## config.mk

```make
export PLATFORM = sky130hd
export DESIGN_NAME = memcpy_ctrl
export DESIGN_NICKNAME = d
export VERILOG_FILES = /design/src/rtl/memcpy_ctrl.sv
export SDC_FILE = /design/constraint.sdc
export NUM_CORES = 1
export LEC_CHECK = 0
export BUFFER_PORTS_ARGS = -buffer_cell sky130_fd_sc_hd__buf_2
export CAP_MARGIN = 10
export CORE_ASPECT_RATIO = 0.75
export CORE_MARGIN = 5
export CORE_UTILIZATION = 30
export DETAILED_ROUTE_END_ITERATION = 6
export SYNTH_ARGS = -nofsm -noshare
export SYNTH_HDL_FRONTEND = slang
export SYNTH_SLANG_ARGS = --single-unit
```

## constraint.sdc

```tcl
create_clock -name clk -period 4.5 [get_ports clk]
set_input_delay 0.45 -clock clk [delete_from_list [all_inputs] [get_ports clk]]
set_output_delay 0.45 -clock clk [all_outputs]
set_load 0.005 [all_outputs]
```

## src/rtl/memcpy_ctrl.sv

```systemverilog
// memcpy_ctrl: word-granular block-copy sequencer that owns the dmem port and stalls the CPU on conflicts.
// Optional fair arbitration (one-cycle CPU yield in RD) is enabled by defining MEMCPY_FAIR_ARB_EN.
module memcpy_ctrl #(
  parameter int LW = 16
) (
  input  logic          clk,
  input  logic          rst_n,
  input  logic          start_i,
  input  logic [31:0]   src_addr_i,
  input  logic [31:0]   dst_addr_i,
  input  logic [LW-1:0] word_cnt_i,
  input  logic          cpu_req_i,
  input  logic [31:0]   mem_rdata_i,
  output logic          mem_sel_o,
  output logic [31:0]   mem_addr_o,
  output logic          mem_we_o,
  output logic [31:0]   mem_wdata_o,
  output logic          cpu_stall_o,
  output logic          busy_o,
  output logic          done_o,
  output logic [LW-1:0] remaining_o
);
  typedef enum logic [1:0] {IDLE, RD, WR, DONE} state_t;
  state_t        state_q, state_d;
  logic [29:0]   src_q, src_d, dst_q, dst_d;
  logic [LW-1:0] cnt_q, cnt_d;
  logic [31:0]   buf_q, buf_d;
  logic          yield;
  logic          unused_addr_lsb;
  assign unused_addr_lsb = ^{src_addr_i[1:0], dst_addr_i[1:0]};
`ifdef MEMCPY_FAIR_ARB_EN
  logic yld_q;
  // Yield at most once in a row so the copy always makes forward progress.
  assign yield = (state_q == RD) && cpu_req_i && !yld_q;
  always_ff @(posedge clk or negedge rst_n)
    if (!rst_n) yld_q <= 1'b0;
    else        yld_q <= yield;
`else
  assign yield = 1'b0;
`endif
  always_ff @(posedge clk or negedge rst_n)
    if (!rst_n) begin
      state_q <= IDLE;
      src_q   <= '0;
      dst_q   <= '0;
      cnt_q   <= '0;
      buf_q   <= '0;
    end else begin
      state_q <= state_d;
      src_q   <= src_d;
      dst_q   <= dst_d;
      cnt_q   <= cnt_d;
      buf_q   <= buf_d;
    end
  always_comb begin
    state_d = state_q;
    src_d   = src_q;
    dst_d   = dst_q;
    cnt_d   = cnt_q;
    buf_d   = buf_q;
    case (state_q)
      IDLE: if (start_i) begin
        state_d = (word_cnt_i != '0) ? RD : DONE;
        src_d   = src_addr_i[31:2];
        dst_d   = dst_addr_i[31:2];
        cnt_d   = word_cnt_i;
      end
      RD: if (!yield) begin
        buf_d   = mem_rdata_i;
        state_d = WR;
      end
      WR: begin
        src_d   = src_q + 30'd1;
        dst_d   = dst_q + 30'd1;
        cnt_d   = cnt_q - LW'(1);
        state_d = (cnt_q == LW'(1)) ? DONE : RD;
      end
      default: state_d = IDLE;
    endcase
  end
  assign busy_o      = (state_q == RD) || (state_q == WR);
  assign done_o      = (state_q == DONE);
  assign mem_sel_o   = busy_o && !yield;
  assign mem_we_o    = (state_q == WR);
  assign mem_addr_o  = (state_q == RD) ? {src_q, 2'b00} : (state_q == WR) ? {dst_q, 2'b00} : 32'h0;
  assign mem_wdata_o = mem_we_o ? buf_q : 32'h0;
  assign cpu_stall_o = cpu_req_i && mem_sel_o;
  assign remaining_o = busy_o ? cnt_q : '0;
endmodule

```

==> results_dict.tcl, run 1 <==
set metrics [dict create \
    status "completed" \
    timing.max_cap.violations 0 \
    final-hold-violation-count 0 \
    yosysMostFrequentCell "sky130_fd_sc_hd__dfrtp_1" \
    die_area_um2 25700 \
    number_of_hold_buffers_added_after_cts 0 \
    achievable-frequency_mhz 329 \
    total_length_of_routed_wires_um 23000 \
    critPathCaptureType "flop" \
    htree_num_levels 3 \
    die_width_um 184 \
    clk_pin_slew_ns 0.08 \
    relSlewSlack 0.346 \
    finalSetupViolCount 0 \
    globalRouteTotalUtil 0.173 \
    vias_in_the_first_global_route 6009 \
    instance_area_at_placement_um2 8020 \
    worst_hold_check_path_type "input pin to asynchronous set/reset pin" \
    drc_marker_count_from_the_first_detailed_route_iteration 509 \
    cts_inserted_buffers 9 \
    period_needed_ns 3.04 \
    avgViaCountPerCell 5.38 \
    synth_top_area_frac 0.406 \
    floorplan.core_area_um2 22200 \
    worst_pin_slew_ns 0.972 \
    fill_cells 2330 \
    finalWeightedCongestion 0.806 \
    worst_ir_drop_vdd_v 0.000317 \
    synth_warnings 0 \
    final_max_slew_viol_count 0 \
    reg2reg_setup_slack_ns 1.46 \
    worst_clock_skew_ns 0.0146 \
    post_synth.cell_area_avg_um2 8.79 \
    numClockSinks 110 \
    number_of_antenna_violations_at_the_first_check_in_global_routing 0 \
    yosys.cell_types.count 57 \
    post_cts.resized_instances 0 \
    place_hpwl_um 17000 \
    routed_wire_length_per_instance_um 18.7 \
    post_synth_top_area_cell "sky130_fd_sc_hd__dfrtp_1" \
    postSynth.asyncResetShare 1.00 \
    tritoncts "yes" \
    ys_seq_elements 110 \
    clock_latency_ns 0.38 \
    critical_path_peak_fanout 27 \
    fraction_of_layout_instances_using_a_drive_strength_above_1 0.288 \
    num-nets-final 1054 \
    syn_inst 771 \
    synth.cells.most_frequent "110 x sky130_fd_sc_hd__dfrtp_1, 58 x sky130_fd_sc_hd__a21oi_1, 58 x sky130_fd_sc_hd__nand2_1, 51 x sky130_fd_sc_hd__and2_1, 48 x sky130_fd_sc_hd__nand3_1" \
    post_synth_edffs 0 \
    mappedNetlistArea_um2 6780 \
    detail-route-antenna-nets 0 \
    post_route_clock_period_utilization 0.675 \
    post_cts_buffers 0 \
    critPathRequiredTime_ns 4.75 \
    numPortBuffers 194 \
    static_leakage_power_nw 3.76 \
    leading_register_cell_type_out_of_synthesis "sky130_fd_sc_hd__dfrtp_1" \
    start_kind "flop" \
    worstSetupPathType "flop to flop" \
    synth_seq_area_share 0.406 \
    rsz0062_at_grt "false" \
    setup_tns_ns 0 \
    power-per-cell-area_nw_per_um2 740 \
    gr-total-overflow 0 \
    flow.area_growth_from_synthesis_pct 23.0 \
    row_count 47 \
    vias 6619 \
    clock-root-buffer "sky130_fd_sc_hd__clkbuf_16" \
    remaining_drc_errors 0 \
    grt_pass1_wl_um 35400 \
    post_synth_main_area_contributors "sky130_fd_sc_hd__dfrtp_1 41%, sky130_fd_sc_hd__mux2_2 5.5%, sky130_fd_sc_hd__and2_1 4.7%, sky130_fd_sc_hd__a21oi_1 4.3%, sky130_fd_sc_hd__mux2i_1 4.1%" \
    critical_path_arrival_ns 3.29 \
    effective_utilization_at_floorplan 0.306 \
    detailedRoute.firstPassIterationCount 5 \
    layout.cell_area.non_filler_um2 8340 \
    fp.dieH_um 140 \
    io-pin-count 201 \
    cts_buffer_depth 2 \
    rr_worst_depth 7 \
    grt_start_max_net_pins 75 \
]
-- placed cells by master (no fill, tap or decap), types with 3 or more instances in the layout --
master	Yosys	final
sky130_fd_sc_hd__nor2_1	37	37
sky130_fd_sc_hd__nand3_1	48	48
sky130_fd_sc_hd__a21oi_1	58	58
sky130_fd_sc_hd__nor3_1	17	17
sky130_fd_sc_hd__mux2i_1	28	27
sky130_fd_sc_hd__nor4_1	14	14
sky130_fd_sc_hd__ha_1	8	6
sky130_fd_sc_hd__nand2b_1	5	5
sky130_fd_sc_hd__a221o_1	3	3
sky130_fd_sc_hd__and4_1	3	3
sky130_fd_sc_hd__inv_1	15	15
sky130_fd_sc_hd__and2_1	51	51
sky130_fd_sc_hd__inv_6	0	3
sky130_fd_sc_hd__o22ai_1	41	41
sky130_fd_sc_hd__a22oi_1	9	9
sky130_fd_sc_hd__and3_1	19	19
sky130_fd_sc_hd__o21ai_0	45	45
sky130_fd_sc_hd__nand2_1	58	58
sky130_fd_sc_hd__buf_2	13	193
sky130_fd_sc_hd__clkbuf_16	0	9
sky130_fd_sc_hd__mux2_2	33	33
sky130_fd_sc_hd__a211oi_1	6	6
sky130_fd_sc_hd__o22a_1	3	3
sky130_fd_sc_hd__dfrtp_1	110	110
sky130_fd_sc_hd__a31oi_1	10	10
sky130_fd_sc_hd__buf_4	3	15
sky130_fd_sc_hd__a22o_1	26	26
sky130_fd_sc_hd__o211ai_1	4	4
sky130_fd_sc_hd__nand4_1	19	19
sky130_fd_sc_hd__or3_1	8	8
-- power by group --
| group | total, mW | leakage, nW | internal [mW] | switching, mW |
|---|---|---|---|---|
| Combinational | 3.15 | 2.33 | 1.42 | 1.73 |
| Sequential | 2.15 | 1.28 | 1.51 | 0.642 |
| Clock | 0.867 | 0.151 | 0.447 | 0.420 |
-- per-layer routing --
| metal | wire [µm] | part of all wire | global-route usage |
|---|---|---|---|
| met3 | 1660 | 0.072 | 0.0324 |
| met2 | 9680 | 0.42 | 0.246 |
| met4 | 363 | 0.016 | 0.0411 |
| met1 | 11300 | 0.49 | 0.268 |
| met5 | 0 | 0 | 0 |
-- critical path: stages (launching register included) --
cell                      delay [ns]
sky130_fd_sc_hd__dfrtp_1        0.42
sky130_fd_sc_hd__inv_1          0.14
sky130_fd_sc_hd__ha_1           0.61
sky130_fd_sc_hd__mux2i_4        0.85
sky130_fd_sc_hd__buf_4          0.39
sky130_fd_sc_hd__or3_1          0.14
sky130_fd_sc_hd__mux2i_1        0.06
sky130_fd_sc_hd__a211o_1        0.28
-- area by class of cell --
cell class                      instances  area [µm²]  share of cell area
Antenna cell                            1        2.50            0.000300
Clock buffer                            9         225              0.0270
Clock inverter                          7        86.3              0.0104
Inverter                               16        60.1             0.00720
Multi-Input combinational cell        584        3740               0.449
Sequential cell                       110        2750               0.330
Tap cell                              294         368              0.0441
Timing Repair Buffer                  209        1100               0.132
-- sequential cells by signal, summed over array words and instances, names as in the netlist --
signal / flops
buf_q: 32
dst_q: 30
src_q: 30
cnt_q: 16
state_q: 2
-- kinds of logic (layout without fill, tap and decap cells) --
family,count (synthesis),in the layout,share of synthesized area
AOI/OAI and AO/OA,223,223,0.208
muxes,61,61,0.0962
DFF,110,110,0.406
buffers and inverters,78,241,0.0474
other,1,3,0.000553
and+or+nand+nor,290,290,0.226
adders and majority gates,8,8,0.0148
-- final timing paths --
path / startpoint / end
max in group asynchronous: rst_n / cnt_q[11]
hold / removal: rst_n / dst_q[28]
setup / recovery: state_q[0] / src_q[29]
min in group clk: dst_addr_i[25] / dst_q[23]
hold reg to reg: buf_q[25] / buf_q[25]
setup reg to reg: state_q[0] / src_q[29]
-- stage by stage --
step           cells  hold slack [ns]   util  power [mW]  setup slack (ns)
6_report        1230            0.148  0.376        6.17              1.46
3_3_place_gp    1213            0.481  0.362        5.27              1.51
3_5_place_dp    1213            0.488  0.362        5.33              1.48
2_1_floorplan    772            0.154      -        4.12              2.25
5_1_grt         1229            0.206  0.376        6.68              1.28
4_1_cts         1229            0.179  0.376        6.22              1.45
Power figures use the tool's default switching activity.
==> run 2, diff against run 1 <==
- ABC_AREA: default -> 1
- clock period: 4.5 -> 2.4 ns (I/O delays scaled with it)
==> results_dict.tcl, run 2 <==
set metrics [dict create \
    post_cts_buffers 0 \
    max_stage_delay_ns 0.42 \
    synth_seq_area_share 0.353 \
    worst_clock_skew_ns 0.00803 \
    synth_warnings 0 \
    synth-xor-area-share 0.00449 \
    synth_top_area_frac 0.353 \
    n_antenna_cell 0 \
    final_critical_path_setup_slack_ns 0.207 \
    combPwrFrac 0.559 \
    numClockSinks 110 \
    effective_utilization_at_floorplan 0.303 \
    status "completed" \
    num-nets-final 1592 \
    floorplan.core_area_um2 25800 \
    worst_ir_drop_vdd_v 0.000588 \
    postSynth.asyncResetShare 1.00 \
    cts_buffer_depth 2 \
    rsz0062_at_grt "false" \
    critPathRequiredTime_ns 2.16 \
    layout.cells.non_filler 1817 \
    utilization 0.365 \
    clock-root-buffer "sky130_fd_sc_hd__clkbuf_16" \
    achievable-frequency_mhz 456 \
    gr-total-overflow 0 \
    static_leakage_power_nw 5.07 \
    detail-route-antenna-nets 0 \
    setup_tns_ns 0 \
    worst_pin_slew_ns 0.678 \
    tritoncts "yes" \
    total_length_of_routed_wires_um 27200 \
    numPortBuffers 194 \
    instance_area_at_placement_um2 9120 \
    post_synth_edffs 0 \
    critical_path_arrival_ns 1.95 \
    cts_inserted_buffers 9 \
    power.internal_mw 5.82 \
    leading_register_cell_type_out_of_synthesis "sky130_fd_sc_hd__dfrtp_1" \
    timing.critical_path.slowest_stage_cell "sky130_fd_sc_hd__dfrtp_1" \
    clock_latency_ns 0.37 \
    post_cts.resized_instances 0 \
    post_synth_main_area_contributors "sky130_fd_sc_hd__dfrtp_1 35%, sky130_fd_sc_hd__nand2_1 24%, sky130_fd_sc_hd__nor2_1 10%, sky130_fd_sc_hd__inv_1 7.5%, sky130_fd_sc_hd__nand3_1 5.8%" \
    relSlewSlack 0.548 \
    start_kind "flop" \
    post_route_clock_period_utilization 0.914 \
    post_synth.cell_area_avg_um2 6.01 \
    synth_compound_area_frac 0.0997 \
    number_of_hold_buffers_added_after_cts 1 \
    period_needed_ns 2.19 \
    whs_ns 0.0701 \
    critPathCaptureType "primary output" \
    ys_seq_elements 110 \
    final-hold-violation-count 0 \
    syn_inst 1300 \
    vias_in_the_first_global_route 7947 \
    leading_cell_type_in_the_layout_fill_and_taps_excluded "sky130_fd_sc_hd__nand2_1" \
    timing.max_cap.violations 0 \
    fp.dieH_um 150 \
    yosysMostFrequentCell "sky130_fd_sc_hd__nand2_1" \
    area_of_combinational_cells_with_multiple_inputs_um2 4230 \
    avgViaCountPerCell 4.70 \
    highest_count_cells_in_the_layout_ignoring_fill_and_taps "489 x sky130_fd_sc_hd__nand2_1, 216 x sky130_fd_sc_hd__nor2_1, 193 x sky130_fd_sc_hd__buf_2" \
    synth_top_family_by_area "simple AND/OR/NAND/NOR gates" \
    flow.area_growth_from_synthesis_pct 20.6 \
    power_switching_mw 6.25 \
    synthesized_area_fraction_occupied_by_and_or_nand_nor_cells 0.421 \
    number_of_antenna_violations_at_the_first_check_in_global_routing 0 \
    row_count 51 \
    finalSetupViolCount 0 \
    drc_marker_count_from_the_first_detailed_route_iteration 572 \
    vias 8543 \
    worst_hold_check_path_type "input pin to flop" \
    detailedRoute.firstPassIterationCount 5 \
    power-per-cell-area_nw_per_um2 1280 \
    grt_start_max_net_pins 75 \
    cp_cell_sequence "inv_1 -> ha_4 -> buf_12 -> nand2_1 -> o21ai_0 -> buf_2" \
    mappedNetlistArea_um2 7810 \
    pwr-share-clk 0.125 \
    design_power_total_mw 12.1 \
    globalRouteTotalUtil 0.182 \
    synth.cells.most_frequent "489 x sky130_fd_sc_hd__nand2_1, 216 x sky130_fd_sc_hd__nor2_1, 155 x sky130_fd_sc_hd__inv_1, 110 x sky130_fd_sc_hd__dfrtp_1, 90 x sky130_fd_sc_hd__nand3_1" \
    place.detailed.instances 1800 \
    synthMuxAreaShare 0 \
    final-seq-area_um2 2750 \
    die_width_um 196 \
    place_hpwl_um 21100 \
    yosys.cell_types.count 31 \
    critical_path_peak_fanout 74 \
    io-pin-count 201 \
    placement.setup.worst_slack_ns 0.401 \
    synth-adder-area-share 0.0128 \
    number_of_flip_flops_in_the_largest_register 32 \
    remaining_drc_errors 0 \
    layout.cell_area.non_filler_um2 9410 \
    htree_num_levels 3 \
    power.share.sequential 0.316 \
    worstSetupPathType "flop to primary output" \
    grt_pass1_wl_um 42800 \
    final_max_slew_viol_count 0 \
    registers.top_by_ff_count "buf_q" \
    fill_cells 2955 \
    power_switching_share 0.518 \
    die_area_um2 29400 \
    routed_wire_length_per_instance_um 15.0 \
    clk_pin_slew_ns 0.08 \
    finalWeightedCongestion 0.930 \
    fraction_of_layout_instances_using_a_drive_strength_above_1 0.168 \
    post_synth_top_area_cell "sky130_fd_sc_hd__dfrtp_1" \
    reg.largest.list "buf_q x32, dst_q x30, src_q x30" \
]
run 2: worst max-delay path, delay by kind of cell (launching register included):
kind / cells / cell delay [ns]
DFF: 1 / 0.42
buffers and inverters: 3 / 0.61
adders and majority gates: 1 / 0.28
AOI/OAI and AO/OA: 1 / 0.16
and+or+nand+nor: 1 / 0.12
run 2: routing by layer:
layer | wire (µm) | up-vias | GRT usage
met2 | 12400 | 214 | 0.287
li1 | - | 4350 | -
met5 | 0 | - | 0
met3 | 1250 | 35 | 0.0286
met4 | 588 | 0 | 0.0506
met1 | 13000 | 3944 | 0.261
run 2: layout make-up:
class | count | area share
clock buffers | 9 | 0.0239
clock inverters | 7 | 0.00625
inverters | 158 | 0.0630
multi-input cells | 978 | 0.449
flip-flops and latches | 110 | 0.292
well taps | 344 | 0.0457
repair buffers | 211 | 0.120
run 2: kinds of logic after synthesis:
| group | count (synthesis) |
|---|---|
| and+or+nand+nor | 823 |
| adders and majority gates | 8 |
| buffers and inverters | 213 |
| xor gates and xnor gates | 4 |
| other | 1 |
| DFF | 110 |
| AOI/OAI and AO/OA | 141 |
run 2: path summary, 6_finish.rpt:
path | from | to | slack [ns] | depth (start not counted)
setup reg to reg | state_q[0] | src_q[5] | 0.36 | 9
hold / removal | mem_rdata_i[6] | buf_q[6] | 0.07 | 3
max in group asynchronous | rst_n | src_q[27] | 1.42 | 3
hold reg to reg | buf_q[24] | buf_q[24] | 0.47 | 2
min in group asynchronous | rst_n | buf_q[6] | 0.26 | 2
setup / recovery | state_q[0] | mem_addr_o[2] | 0.21 | 6
run 2: power groups by stage:
stage / clock network, mW / registers, mW / logic [mW]
after floorplan: 0 / 3.51 / 4.66
after global placement: 0 / 3.80 / 6.63
after detailed placement: 0 / 3.82 / 6.73
after CTS: 1.57 / 3.80 / 6.75
after global routing: 1.64 / 3.96 / 7.68
final: 1.51 / 3.81 / 6.74
==> run 3, diff against run 2 <==
==> constraint.sdc (replaced) <==
create_clock -name clk -period 2.4 [get_ports clk]
set_input_delay 0.48 -clock clk [delete_from_list [all_inputs] [get_ports clk]]
set_output_delay 0.48 -clock clk [all_outputs]
set_load 0.005 [all_outputs]
==> results_dict.tcl, run 3 (synthesized netlist as in run 2, its figures left out) <==
set metrics [dict create \
    power-per-cell-area_nw_per_um2 1290 \
    area_of_combinational_cells_with_multiple_inputs_um2 4230 \
    cts_buffer_depth 2 \
    detail-route-antenna-nets 0 \
    grt_pass1_wl_um 43000 \
    worstSetupPathType "flop to primary output" \
    numClockSinks 110 \
    worst_clock_skew_ns 0.0136 \
    number_of_hold_buffers_added_after_cts 0 \
    achievable-frequency_mhz 424 \
    critPathCaptureType "primary output" \
    start_kind "flop" \
    fill_cells 2899 \
    finalWeightedCongestion 0.951 \
    final-hold-violation-count 0 \
    routed_wire_length_per_instance_um 15.1 \
    critPathRequiredTime_ns 1.92 \
    flow.area_growth_from_synthesis_pct 21.5 \
    rsz0062_at_grt "true" \
    worst_pin_slew_ns 0.576 \
    floorplan.core_area_um2 25800 \
    vias_in_the_first_global_route 7952 \
    design_power_total_mw 12.2 \
    post_cts.resized_instances 0 \
    worst_ir_drop_vdd_v 0.000541 \
    row_count 51 \
    number_of_antenna_violations_at_the_first_check_in_global_routing 0 \
    instance_area_at_placement_um2 9160 \
    tritoncts "yes" \
    total_length_of_routed_wires_um 27400 \
    clock_latency_ns 0.37 \
    worst_hold_check_path_type "input pin to asynchronous set/reset pin" \
    num-nets-final 1594 \
    clock-root-buffer "sky130_fd_sc_hd__clkbuf_16" \
    remaining_drc_errors 0 \
    number_of_flip_flops_in_the_largest_register 32 \
    effective_utilization_at_floorplan 0.303 \
    timing.max_cap.violations 0 \
    io-pin-count 201 \
    layout.cell_area.non_filler_um2 9480 \
    avgViaCountPerCell 4.70 \
    globalRouteTotalUtil 0.183 \
    gr-total-overflow 0 \
    vias 8551 \
    final-seq-area_um2 2750 \
    htree_num_levels 3 \
    cts_inserted_buffers 9 \
    final_max_slew_viol_count 0 \
    clk_pin_slew_ns 0.08 \
    fp.dieH_um 150 \
    detailedRoute.firstPassIterationCount 6 \
    fraction_of_layout_instances_using_a_drive_strength_above_1 0.170 \
    post_cts_buffers 0 \
    registers.top_by_ff_count "buf_q" \
    setup_tns_ns 0 \
    critical_path_arrival_ns 1.88 \
    reg.largest.list "buf_q x32, dst_q x30, src_q x30" \
    highest_count_cells_in_the_layout_ignoring_fill_and_taps "489 x sky130_fd_sc_hd__nand2_1, 216 x sky130_fd_sc_hd__nor2_1, 193 x sky130_fd_sc_hd__buf_2" \
    finalSetupViolCount 0 \
    reg2reg_setup_slack_ns 0.40 \
    n_antenna_cell 0 \
    post_route_clock_period_utilization 0.983 \
    leading_cell_type_in_the_layout_fill_and_taps_excluded "sky130_fd_sc_hd__nand2_1" \
    drc_marker_count_from_the_first_detailed_route_iteration 751 \
    period_needed_ns 2.36 \
    grt_start_max_net_pins 83 \
    layout.cells.non_filler 1819 \
    status "completed" \
    die_width_um 196 \
    place.detailed.instances 1802 \
    die_area_um2 29400 \
    numPortBuffers 194 \
    static_leakage_power_nw 5.11 \
    critical_path_peak_fanout 26 \
    place_hpwl_um 21300 \
    relSlewSlack 0.616 \
]
[run 3: changes by cell type in the layout (fill, tap and decap cells not counted), sizes merged]
cell / previous run / this run
clkinvlp: 3 / 2
dlygate4sd3: 1 / 0
buf: 210 / 212
clkbuf: 9 / 10
inv: 160 / 161
[run 3: final timing paths]
check	to	start	cells after the start
worst max-delay path	mem_addr_o[19]	state_q[0]	6
worst min register to register	buf_q[23]	buf_q[23]	2
max in group asynchronous	src_q[19]	rst_n	2
worst max register to register	src_q[5]	state_q[0]	9
min in group clk	buf_q[10]	mem_rdata_i[10]	3
worst min-delay path	dst_q[18]	rst_n	1
[run 3: critical path, stage by stage (launching register included)]
cell and delay (ns):
sky130_fd_sc_hd__dfrtp_1 0.42, sky130_fd_sc_hd__inv_1 0.13, sky130_fd_sc_hd__ha_4 0.22, sky130_fd_sc_hd__nand2_1 0.07, sky130_fd_sc_hd__buf_4 0.21, sky130_fd_sc_hd__o22ai_1 0.27
sky130_fd_sc_hd__buf_2 0.18
[run 3: through the flow]
step	hold WS (ns)	worst slack (ns)	utilization
after global routing	0.139	-0.0162	0.368
final	0.110	0.0415	0.368
after global placement	0.454	0.426	0.355
after floorplan	0.184	0.443	-
after detailed placement	0.458	0.408	0.355
after CTS	0.118	0.00288	0.367
[run 3: per-layer routing]
| layer | track usage | vias up | wire length (µm) |
|---|---|---|---|
| met4 | 0.0370 | 0 | 350 |
| met1 | 0.268 | 3894 | 12900 |
| met2 | 0.290 | 267 | 12600 |
| li1 | - | 4368 | - |
| met3 | 0.0270 | 22 | 1590 |
| met5 | 0 | - | 0 |
[run 3: cell type report]
class                      instances  share of cell area
multi-input combinational        978               0.446
sequential                       110               0.290
timing repair buffer             213               0.126
inverter                         158              0.0625
tap                              344              0.0454
clock buffer                       9              0.0237
clock inverter                     7             0.00673
[run 3: power by group]
part	internal [mW]	switching, mW
Clock	0.729	0.793
Sequential	2.82	1.01
Combinational	2.35	4.50
